## src/rtl/piso_shifter.sv

```systemverilog
// piso_shifter: parallel-in/serial-out UART frame shifter; define PISO_PARITY_EN to append a parity bit.
module piso_shifter #(
   parameter int   DATA_W     = 8,
   parameter bit   LSB_FIRST  = 1'b1,
   parameter logic IDLE_LEVEL = 1'b1,
   parameter bit   ODD_PARITY = 1'b0
) (
   input  logic                            clk,
   input  logic                            rst_n,
   input  logic                            load_valid,
   output logic                            load_ready,
   input  logic [DATA_W-1:0]               load_data,
   input  logic                            shift_en,
   output logic                            ser_out,
   output logic                            busy,
   output logic                            done,
   output logic [$clog2(DATA_W+2)-1:0]     bit_cnt
);
   localparam int CW = $clog2(DATA_W + 2);
   localparam logic [CW-1:0] LAST = CW'(DATA_W - 1);
`ifdef PISO_PARITY_EN
   typedef enum logic [1:0] {IDLE, SHIFT, PARITY} state_t;
   logic par_q, par_d;
`else
   typedef enum logic {IDLE, SHIFT} state_t;
`endif
   state_t state_q, state_d;
   logic [DATA_W-1:0] sr_q, sr_d;
   logic [CW-1:0] cnt_q, cnt_d;
   logic ser_q, ser_d, done_q, done_d, first, nxt;
   assign first = LSB_FIRST ? load_data[0] : load_data[DATA_W-1];
   assign nxt = LSB_FIRST ? sr_q[1] : sr_q[DATA_W-2];
   assign load_ready = (state_q == IDLE) && rst_n;
   assign busy = state_q != IDLE;
   assign done = done_q;
   assign ser_out = ser_q;
   assign bit_cnt = cnt_q;
   always_comb begin
      state_d = state_q;
      sr_d = sr_q;
      cnt_d = cnt_q;
      ser_d = ser_q;
      done_d = 1'b0;
`ifdef PISO_PARITY_EN
      par_d = par_q;
`endif
      if (state_q == IDLE) begin
         ser_d = IDLE_LEVEL;
         if (load_valid && load_ready) begin
            state_d = SHIFT;
            sr_d = load_data;
            cnt_d = '0;
            ser_d = first;
`ifdef PISO_PARITY_EN
            par_d = first;
`endif
         end
      end else if (shift_en) begin
         if (state_q == SHIFT && cnt_q != LAST) begin
            sr_d = LSB_FIRST ? sr_q >> 1 : sr_q << 1;
            ser_d = nxt;
            cnt_d = cnt_q + 1'b1;
`ifdef PISO_PARITY_EN
            par_d = par_q ^ nxt;
`endif
         end
`ifdef PISO_PARITY_EN
         else if (state_q == SHIFT) begin
            state_d = PARITY;
            ser_d = par_q ^ ODD_PARITY;
            cnt_d = CW'(DATA_W);
         end
`endif
         else begin
            state_d = IDLE;
            ser_d = IDLE_LEVEL;
            cnt_d = '0;
            done_d = 1'b1;
         end
      end
   end
   always_ff @(posedge clk) begin
      if (!rst_n) begin
         state_q <= IDLE;
         sr_q <= '0;
         cnt_q <= '0;
         ser_q <= IDLE_LEVEL;
         done_q <= 1'b0;
`ifdef PISO_PARITY_EN
         par_q <= 1'b0;
`endif
      end else begin
         state_q <= state_d;
         sr_q <= sr_d;
         cnt_q <= cnt_d;
         ser_q <= ser_d;
         done_q <= done_d;
`ifdef PISO_PARITY_EN
         par_q <= par_d;
`endif
      end
   end
endmodule

```

## config.mk

```make
export PLATFORM = sky130hd
export DESIGN_NAME = piso_shifter
export DESIGN_NICKNAME = d
export VERILOG_FILES = /design/src/rtl/piso_shifter.sv
export SDC_FILE = /design/constraint.sdc
export NUM_CORES = 1
export LEC_CHECK = 0
export ABC_AREA = 1
export CAP_MARGIN = 20
export CORE_MARGIN = 10
export CORE_UTILIZATION = 27
export CTS_CLUSTER_SIZE = 28
export DETAILED_ROUTE_END_ITERATION = 10
export GPL_ROUTABILITY_DRIVEN = 0
export PLACE_DENSITY = 0.59
export SLEW_MARGIN = 20
export SYNTH_ARGS = -nofsm -noshare
export SYNTH_HDL_FRONTEND = slang
export SYNTH_SLANG_ARGS = --single-unit
```

## constraint.sdc

```tcl
create_clock -name clk -period 1.4 [get_ports clk]
set_clock_uncertainty 0.1 [all_clocks]
set_input_delay 0.42 -clock clk [delete_from_list [all_inputs] [get_ports clk]]
set_output_delay 0.42 -clock clk [all_outputs]
set_load 0.01 [all_outputs]
```

# == Yosys cells after proc, flatten, opt, wreduce, memory -nomap -nowiden ==
# Cells that the tools add are included.
# op_classes
add_sub_neg,1
n_eq_ne,3
n_mux,17
n_bitwise,1
n_reduce_logical,7
# op_table
operator,count
$mux 8,4
$mux 4,4
$mux 1,9
$reduce_and 3->1,2
$add 4x1->4 const B,1
$ne 4x3->1 const B,1
$logic_and 1x1->1,3
$ne 2x1->1 const B,1
$ne 2x2->1 const B,1
$reduce_and 2->1,1
$reduce_bool 2->1,1
$not 1->1,1
# word_totals
regBits,15
in_bits,12
out_inout_bits,8
elab_cells,34

# == Longest topological paths before layout ==
# Gate-level depths: netlist of the first run.
# logic_depth
word_depth,5
mapped_depth,8
mapped_depth_nobuf,7

# == Least setup slack after synthesis of the first run ==
# Ideal clock, no wire load.
# synth_path
kind,reg-to-reg
from,register cnt_q[1] (netlist: bit_cnt[1])
to,register state_q (netlist: busy)
setup_ns,0.115
arrival_ns,1.159
required_time_ns,1.185
path_slack_ns,0.025
path_stages_with_launch,8
path_buffers,1
period_less_slack_ns,1.375
path_cell_list,dfxtp_1 -> ha_1 -> nand2_1 -> nand2_2 -> nand3_4 -> buf_6 -> o21ai_0 -> inv_1
# synth_between
elab_chain_len,5
# synth_rtl
element,line,rtl
start: declaration,29,"logic [CW-1:0] cnt_q, cnt_d;"
start signal: assignment,95,cnt_q <= cnt_d;
$ne 4x3->1,59,if (state_q == SHIFT && cnt_q != LAST) begin
$logic_and 1x1->1,59,
$mux 1,59,
$mux 1,58,end else if (shift_en) begin
$mux 1,47,if (state_q == IDLE) begin
end signal: assignment,93,state_q <= state_d;
end: declaration,27,"state_t state_q, state_d;"
# No other way between the ends.
# A chain may end at the register's enable or synchronous reset.

# == Worst setup path in the final report of the first run ==
# layout_path
from,input port rst_n
to,output port load_ready
# layout_between
elab_chain_len,1
# layout_rtl
element,line,rtl
start: declaration,9,"input logic rst_n,"
$logic_and 1x1->1,33,assign load_ready = (state_q == IDLE) && rst_n;
end: declaration,11,"output logic load_ready,"
# No other way between the ends.

==> results of run 1 <==
## cell families (layout without fill, tap and decap cells)
kind of cell | count (synthesis) | count (layout) | share of synthesized area, %
XOR/XNOR | 1 | 1 | 1.15
flip-flops | 14 | 14 | 36.7
adder cells (fa/ha/maj) | 1 | 1 | 1.64
AO/OA/AOI/OAI | 14 | 14 | 9.51
buffers and inverters | 10 | 38 | 8.69
AND/OR/NAND/NOR | 66 | 67 | 42.3
## stage by stage
stage	setup TNS, ns	instance area (µm²)	utilization, %	instances	setup WS (ns)
after global placement	-6.09	1020	37.3	161	-0.700
final	-0.0122	1050	38.3	166	-0.0122
after detailed placement	-6.30	1020	37.3	161	-0.703
after global routing	-0.0891	1050	38.3	166	-0.0707
after CTS	-0.0271	1060	38.8	165	-0.0271
after floorplan	0	763	-	106	0.0252
## report_power, final
part / internal, µW / leakage [µW] / switching [µW]
Clock: 99.9 / 0.0000138 / 134
Sequential: 438 / 0.000118 / 25.0
Combinational: 134 / 0.000351 / 150
## synthesized netlist by cell type (2+ instances only)
cell / number
nand3_4: 2
inv_1: 4
o21ai_0: 4
nand3_1: 8
a21oi_1: 9
dfxtp_1: 14
nor2_1: 12
nand2_2: 2
and2_1: 4
buf_6: 3
nand2_1: 33
and2_0: 2
## registers in the layout, summed over array words and instances, names as in the netlist
signal,count
done,1
sr_q,7
bit_cnt,4
ser_out,1
busy,1
## worst max-delay path, stage by stage
cell and delay [ns]:
dlygate4sd2_1 0.26, nand2_2 0.07, inv_2 0.04, buf_6 0.11
## worst paths after layout
kind / startpoint / to / slack [ns] / depth (start not counted)
setup / recovery: rst_n / load_ready / -0.01 / 4
hold / removal: sr_q[7] / sr_q[7] / 0.38 / 2
setup reg to reg: bit_cnt[0] / ser_out / 0.08 / 6
hold reg to reg: sr_q[7] / sr_q[7] / 0.38 / 2
## what timing repair did
action / 4_1_cts / 5_1_grt
gates resized for setup: 32 / 11
buffers inserted: 1 / 0
cloned: 0 / 1
endpoints found under the setup margin: 21 / 15
## layer usage
metal	GRT usage, %	routed length [µm]
met5	0	0
met4	2.53	9
met2	11.0	819
met3	5.85	225
met1	8.17	931
## area by class of cell
| class | instances | area [µm²] | share of cell area (%) |
|---|---|---|---|
| clock buffer | 3 | 22.5 | 2.15 |
| inverter | 6 | 30.0 | 2.87 |
| multi-input combinational | 83 | 437 | 41.7 |
| sequential | 14 | 289 | 27.6 |
| tap | 31 | 38.8 | 3.70 |
| timing repair buffer | 29 | 230 | 22.0 |
==> metrics.md, run 1 <==
| Metric | Value |
|---|---|
| Seq/Total Area, Yosys | approximately 37% |
| Worst slew pin tran | around 0.23 ns |
| Syn Nets | 119 |
| Initial Util | 27.9% |
| Final worst slack | -0.0122 ns |
| DRT Pass-1 Iters | 4 |
| Avg WL per Cell | about 12 µm |
| Slew Limit Fails | 0 |
| Post-synthesis cell type count | 21 |
| Io pins | 20 |
| Arr. time, crit path | just under 0.9 ns |
| Layout fillers | around 290 |
| Vias | between 700 and 800 |
| CTS max path bufs | 2 |
| Post-DP HPWL | around 1.3 mm |
| Cts bufs inserted | 3 |
| Critical Path Sink Type | output pin |
| Antenna diodes | 0 |
| CTS Root Cell | clkbuf_4 |
| Commonest non-fill, non-tap cell in the layout | nand2_1 |
| FMAX | about 710 MHz |
| HP Class | register to register |
| Yosys warns | 0 |
| Clk slew on worst S/H paths | roughly 0.080 ns |
| First-pass GRT wire length | roughly 3.2 mm |
| Worst-skew pair later-pin latency | ~0.28 ns |
| # clock sinks | 14 |
| Leading area contributor after synthesis | dfxtp_1 |
| Crit Path Category | input pin to output pin |
| Worst Hold Margin | approximately 0.38 ns |
| Synthesized cell area | roughly 760 µm² |
| Final setup fails | 1 |
| Gr ovfl total | 0 |
| Critical Path Fanout Max | 2 |
| Post-layout nets | 150 |
| Num rows | 19 |
| Syn Area/Cell | slightly above 7 µm² |
| Routed vias/inst | 4.46 |
| Asr flop ratio synth | 0% |
| Area Overhead vs Synth | 37.2% |
| Final Hold Fails | 0 |
| Flops & latches, synth | 14 |
| Largest net degree at the start of global routing | 16 |
| Die Width | between 70 and 80 µm |
| Max-cap violations | 0 |
| Synth top area cells | dfxtp_1 (37%), nand2_1 (16%), a21oi_1 (5.9%) |
| Die footprint | between 0.005 and 0.006 mm² |
| Peak supply drop | 470 µV |
| CTS tree | built |
| Power, Total | slightly below 1000 µW |
| Port bufs | 19 |
| EDFF count, synth | 0 |
| Req. time, crit path | just under 0.9 ns |
| Die height | 73.2 µm |
| Final period utilization | 101% |
| DRT iter0 DRCs | between 60 and 70 |
| DRT antenna net count | 0 |
| Post-Synthesis Cells | ~110 |
| # DRC | 0 |
| H-tree levels | 1 |
| Failing checks | setup timing |
| Worst setup SP type | input pin |
| Commonest non-fill, non-tap cells in the layout | nand2_1 (31), nor2_1 (12), clkdlybuf4s50_1 (10), buf_4 (10) |
| Pleak | 0.000482 µW |
| Rel. slew slack | 84.9% |
| Primary FF master, synth | dfxtp_1 |
| Pwr dens | approximately 940 mW/mm² |
| Fraction of layout cells with a size suffix above 1 | between 20% and 30% |
| Min cycle time layout | about 1.4 ns |
| Post-cts hold buffer count | 0 |
| Number of global-route vias before repair | around 730 |
| Detailed Route WL | ~2 mm |
| Outcome | finished with violations |
| Area of the core | between 0.002 and 0.003 mm² |
| Top-area cell type share of the netlist area | between 30% and 40% |
| Tot GR Track Use | 7.56% |
| RSZ-0062 raised after global routing | yes |
| Initial antenna violation count | 0 |
(Power assumes the default switching activity.)
==> inputs of run 2 (changes only) <==
Settings changed: RECOVER_POWER set to 50.
Clock period 1.4 ns to 1.65 ns, I/O delays scaled along.
==> run 2 against run 1 <==
The flow now finishes without violations. Final area shrank 3.5%. Total power shrank 18%. Global-route usage shrank 0.055 points. Utilization shrank 1.3 points. Final cell count shrank 2.4%. Die area is the same. Critical path depth shrank 3. Via count shrank 1.8%. Critical endpoint is now bit_cnt[1]. Largest power group unchanged.
==> metrics.md, run 2 (synthesis gave the netlist of run 1 again) <==
| Metric | Value |
|---|---|
| Outcome | complete, no violations |
| Avg WL per Cell | between 10 and 15 µm |
| CTS Root Cell | clkbuf_4 |
| Post-CTS Setup Bufs | 0 |
| Tot GR Track Use | roughly 7.5% |
| RSZ-0062 raised after global routing | no |
| Critical Path Fanout Max | 4 |
| Io pins | 20 |
| Largest net degree at the start of global routing | 16 |
| Gr ovfl total | 0 |
| Port bufs | 19 |
| Final worst slack | about 0.076 ns |
| Post-layout nets | around 150 |
| Pwr dens | around 800 mW/mm² |
| Post-CTS resize count | 15 |
| Worst setup SP type | register |
| DRT iter0 DRCs | 56 |
| Worst-skew pair later-pin latency | 0.28 ns |
| Die footprint | 0.00535 mm² |
| FMAX | between 600 and 700 MHz |
| Area Overhead vs Synth | 32.5% |
| CP max stage cell | dfxtp_1 |
| CTS tree | built |
| Req. time, crit path | about 1.1 ns |
| Area of the core | ~0.0027 mm² |
| Num rows | 19 |
| Commonest non-fill, non-tap cell in the layout | nand2_1 |
| Routed vias/inst | roughly 4.5 |
| Commonest non-fill, non-tap cells in the layout | nand2_1 (34), nor2_1 (13), dfxtp_1 (13) |
| Final setup fails | 0 |
| Initial antenna violation count | 0 |
| Arr. time, crit path | between 0.9 and 1 ns |
| Cts bufs inserted | 3 |
| Worst-path cell chain | dlygate4sd2_1 |
| Slew Limit Fails | 0 |
| Buf+Inv Stages, Crit Path | 1 |
| Post-cts hold buffer count | 0 |
| First-pass GRT wire length | ~3.2 mm |
| Peak supply drop | 466 µV |
| Die height | 73.2 µm |
| Slowest stage delay, CP | roughly 0.40 ns |
| Final Hold Fails | 0 |
| # clock sinks | 14 |
| Max reg flops | 7 |
| Final period utilization | between 90% and 100% |
| CTS max path bufs | 2 |
| Fraction of layout cells with a size suffix above 1 | 14.5% |
| Critical Path Sink Type | output pin |
| DRT Pass-1 Iters | 4 |
| Die Width | between 70 and 80 µm |
| Post-DP HPWL | about 1.3 mm |
| H-tree levels | 1 |
| Top delay family on crit path | flip-flops |
| # DRC | 0 |
| Detailed Route WL | roughly 1.9 mm |
| Worst slew pin tran | around 0.24 ns |
| Number of global-route vias before repair | roughly 750 |
| Min cycle time layout | about 1.6 ns |
| DRT antenna net count | 0 |
| Pre-CTS setup slack | -0.595 ns |
| HP Class | register to register |
| Antenna diodes | 0 |
| Initial Util | ~28% |
| Max-cap violations | 0 |
| Crit Path Category | register to output pin |
| Vias | approximately 730 |
| Clk slew on worst S/H paths | ~0.080 ns |
| Rel. slew slack | between 80% and 90% |
| Top reg by flops | sr_q |
| Pleak | 0.000467 µW |
| Worst Hold Margin | roughly 0.37 ns |
## run 2: metal layers
metal,GRT usage [%],wire [µm]
met3,5.31,231
met2,10.7,773
met4,2.53,8
met5,0,0
met1,8.56,844
## run 2: worst reg2reg max path, stage by stage (launching register included)
cell,delay (ns)
dfxtp_1,0.40
ha_1,0.19
nand2_1,0.08
nand2_1,0.17
nand3_4,0.20
o21ai_0,0.19
inv_1,0.05
## run 2: where the power goes
| part | switching, µW | internal [µW] | total, µW |
|---|---|---|---|
| registers | 21.5 | 371 | 392 |
| logic | 117 | 106 | 223 |
| clock network | 109 | 84.6 | 194 |
| total | 248 | 561 | 809 |
## run 2: path summary, 6_finish.rpt
kind / to / slack [ns] / cells past startpoint / from
setup / recovery: bit_cnt[1] / 0.08 / 1 / bit_cnt[1]
hold / removal: sr_q[7] / 0.37 / 2 / sr_q[7]
setup reg to reg: busy / 0.17 / 6 / bit_cnt[1]
hold reg to reg: sr_q[7] / 0.37 / 2 / sr_q[7]
## run 2: area by class of cell
type	instances	area, µm²
clock buffer	3	22.5
fill	306	1720
inverter	6	27.5
multi-input combinational	82	407
sequential	14	282
tap	31	38.8
timing repair buffer	26	234
## run 2: metrics by stage
| step | power (µW) | utilization, % | std cells | instance area [µm²] | TNS [ns] |
|---|---|---|---|---|---|
| 2_1_floorplan | 549 | - | 106 | 763 | 0 |
| 5_1_grt | 884 | 37.0 | 162 | 1010 | 0 |
| 6_report | 809 | 37.0 | 162 | 1010 | 0 |
| 4_1_cts | 832 | 37.3 | 162 | 1020 | 0 |
| 3_3_place_gp | 631 | 36.8 | 159 | 1010 | -3.42 |
| 3_5_place_dp | 635 | 36.8 | 159 | 1010 | -3.54 |
==> inputs of run 3 (changes only) <==
Settings changed: CORE_MARGIN 10 to not set, SKIP_CTS_REPAIR_TIMING set to 1.
==> run 3 against run 2 <==
Flip-flop and latch count stayed put. Global-route usage is 5.0 points higher. Non-clock buffer count decreased by 1. Largest cell class unchanged. Critical path depth rose by 3. Combinational power is essentially flat. First-iteration DRC count shrank 89%. Highest routed layer unchanged. Total power is 0.16% lower. Worst setup slack improved by 0.0045 ns.
==> metrics.md, run 3 (synthesis gave the netlist of run 1 again) <==
| Metric | Value |
|---|---|
| Outcome | complete, no violations |
| Finished Core Util | about two fifths |
| Worst slew pin tran | around 0.23 ns |
| DRT iter0 DRCs | 6 |
| DRT Pass-1 Iters | 4 |
| Final Hold Fails | 0 |
| Clk slew on worst S/H paths | about 0.07 ns |
| Max reg flops | 7 |
| Commonest non-fill, non-tap cells in the layout | nand2_1 (33), nor2_1 (13), dfxtp_1 (13) |
| Vias | around 720 |
| Area Overhead vs Synth | 33.4% |
| H-tree levels | 1 |
| Worst-skew pair later-pin latency | approximately 0.28 ns |
| Peak supply drop | 346 µV |
| Cts bufs inserted | 3 |
| Num rows | 18 |
| HP Class | register to register |
| Req. time, crit path | ~1.1 ns |
| Largest net degree at the start of global routing | 16 |
| # DRC | 0 |
| Antenna diodes | 0 |
| Io pins | 20 |
| Number of global-route vias before repair | 621 |
| FF-to-FF setup slack | roughly 0.23 ns |
| Worst Hold Margin | 0.382 ns |
| Fraction of layout cells with a size suffix above 1 | approximately 14% |
| Commonest non-fill, non-tap cell in the layout | nand2_1 |
| CP max stage cell | dfxtp_1 |
| Initial antenna violation count | 0 |
| Final period utilization | a little over nine tenths |
| Detailed Route WL | ~1.6 mm |
| Max-cap violations | 0 |
| Rel. slew slack | between 80% and 90% |
| First-pass GRT wire length | approximately 2.7 mm |
| Worst setup SP type | register |
| CTS tree | built |
| Tot GR Track Use | between 10% and 20% |
| # clock sinks | 14 |
| Pre-CTS setup slack | -0.600 ns |
| Post-layout nets | between 100 and 150 |
| Critical Path Fanout Max | 4 |
| CTS max path bufs | 2 |
| FMAX | 637 MHz |
| Post-DP HPWL | between 1 and 1.5 mm |
| DRT antenna net count | 0 |
| Slew Limit Fails | 0 |
| Routed vias/inst | about 4.5 |
| Die Width | between 50 and 60 µm |
| Die height | between 50 and 60 µm |
| Final worst slack | 0.0802 ns |
| Top reg by flops | sr_q |
| CTS Root Cell | clkbuf_4 |
| Arr. time, crit path | 0.97 ns |
| Pleak | 0.000491 µW |
| Slowest stage delay, CP | 0.45 ns |
| Critical Path Sink Type | output pin |
| Area of the core | between 0.002 and 0.003 mm² |
| Avg WL per Cell | a little under 10 µm |
| Crit Path Category | register to output pin |
| Initial Util | roughly 30% |
| Port bufs | 19 |
| Die footprint | between 0.003 and 0.004 mm² |
| Pwr dens | just under 800 mW/mm² |
| Worst-path cell chain | inv_6 > nand2_1 > inv_1 > clkbuf_2 |
| Min cycle time layout | between 1.5 and 2 ns |
| Final setup fails | 0 |
| Gr ovfl total | 0 |
| RSZ-0062 raised after global routing | no |
## run 3: changes by cell type in the layout (fill, tap and decap cells not counted)
cell,before,now
clkdlybuf4s25_1,0,4
nand2_2,1,2
inv_2,2,1
buf_4,7,6
clkbuf_2,0,1
nand2_1,34,33
dlygate4sd2_1,8,0
buf_6,1,0
inv_1,3,4
dlymetal6s2s_1,0,2
dlymetal6s4s_1,0,2
## run 3: worst max-delay path, delay by kind of cell, from the launching register on
kind                   cells  cell delay, ns
DFF                        1            0.45
buffers and inverters      3            0.19
and+or+nand+nor            1            0.05
## run 3: layer usage
layer | GRT usage, % | vias up | wire, µm | part of all wire (%)
li1 | - | 386 | - | -
met1 | 16.2 | 318 | 802 | 51
met2 | 19.1 | 14 | 660 | 42
met3 | 1.64 | 5 | 62 | 3.9
met4 | 8.75 | 0 | 52 | 3.3
met5 | 0 | - | 0 | 0
## run 3: stage by stage
step	instance area, µm²	cells	setup TNS [ns]	power, µW
2_1_floorplan	763	106	0	549
3_3_place_gp	997	157	-3.91	626
3_5_place_dp	997	157	-3.97	630
4_1_cts	1020	160	-1.69	827
5_1_grt	1020	160	0	863
6_report	1020	160	0	808
## run 3: layout make-up
class	count	area, µm²
Clock buffer	3	22.5
Fill cell	303	1550
Inverter	6	27.5
Multi-Input combinational cell	82	409
Sequential cell	14	282
Tap cell	30	37.5
Timing Repair Buffer	25	240
## run 3: worst paths after layout
path	cells after the start	from	to
worst max-delay path	4	busy	load_ready
worst min-delay path	2	sr_q[7]	sr_q[7]
worst max register to register	6	busy	sr_q[3]
worst min register to register	2	sr_q[7]	sr_q[7]
## run 3: power by group
part	switching (µW)	internal (µW)	total (µW)
Combinational	114	108	223
Clock	110	84.8	195
Sequential	20.2	370	390
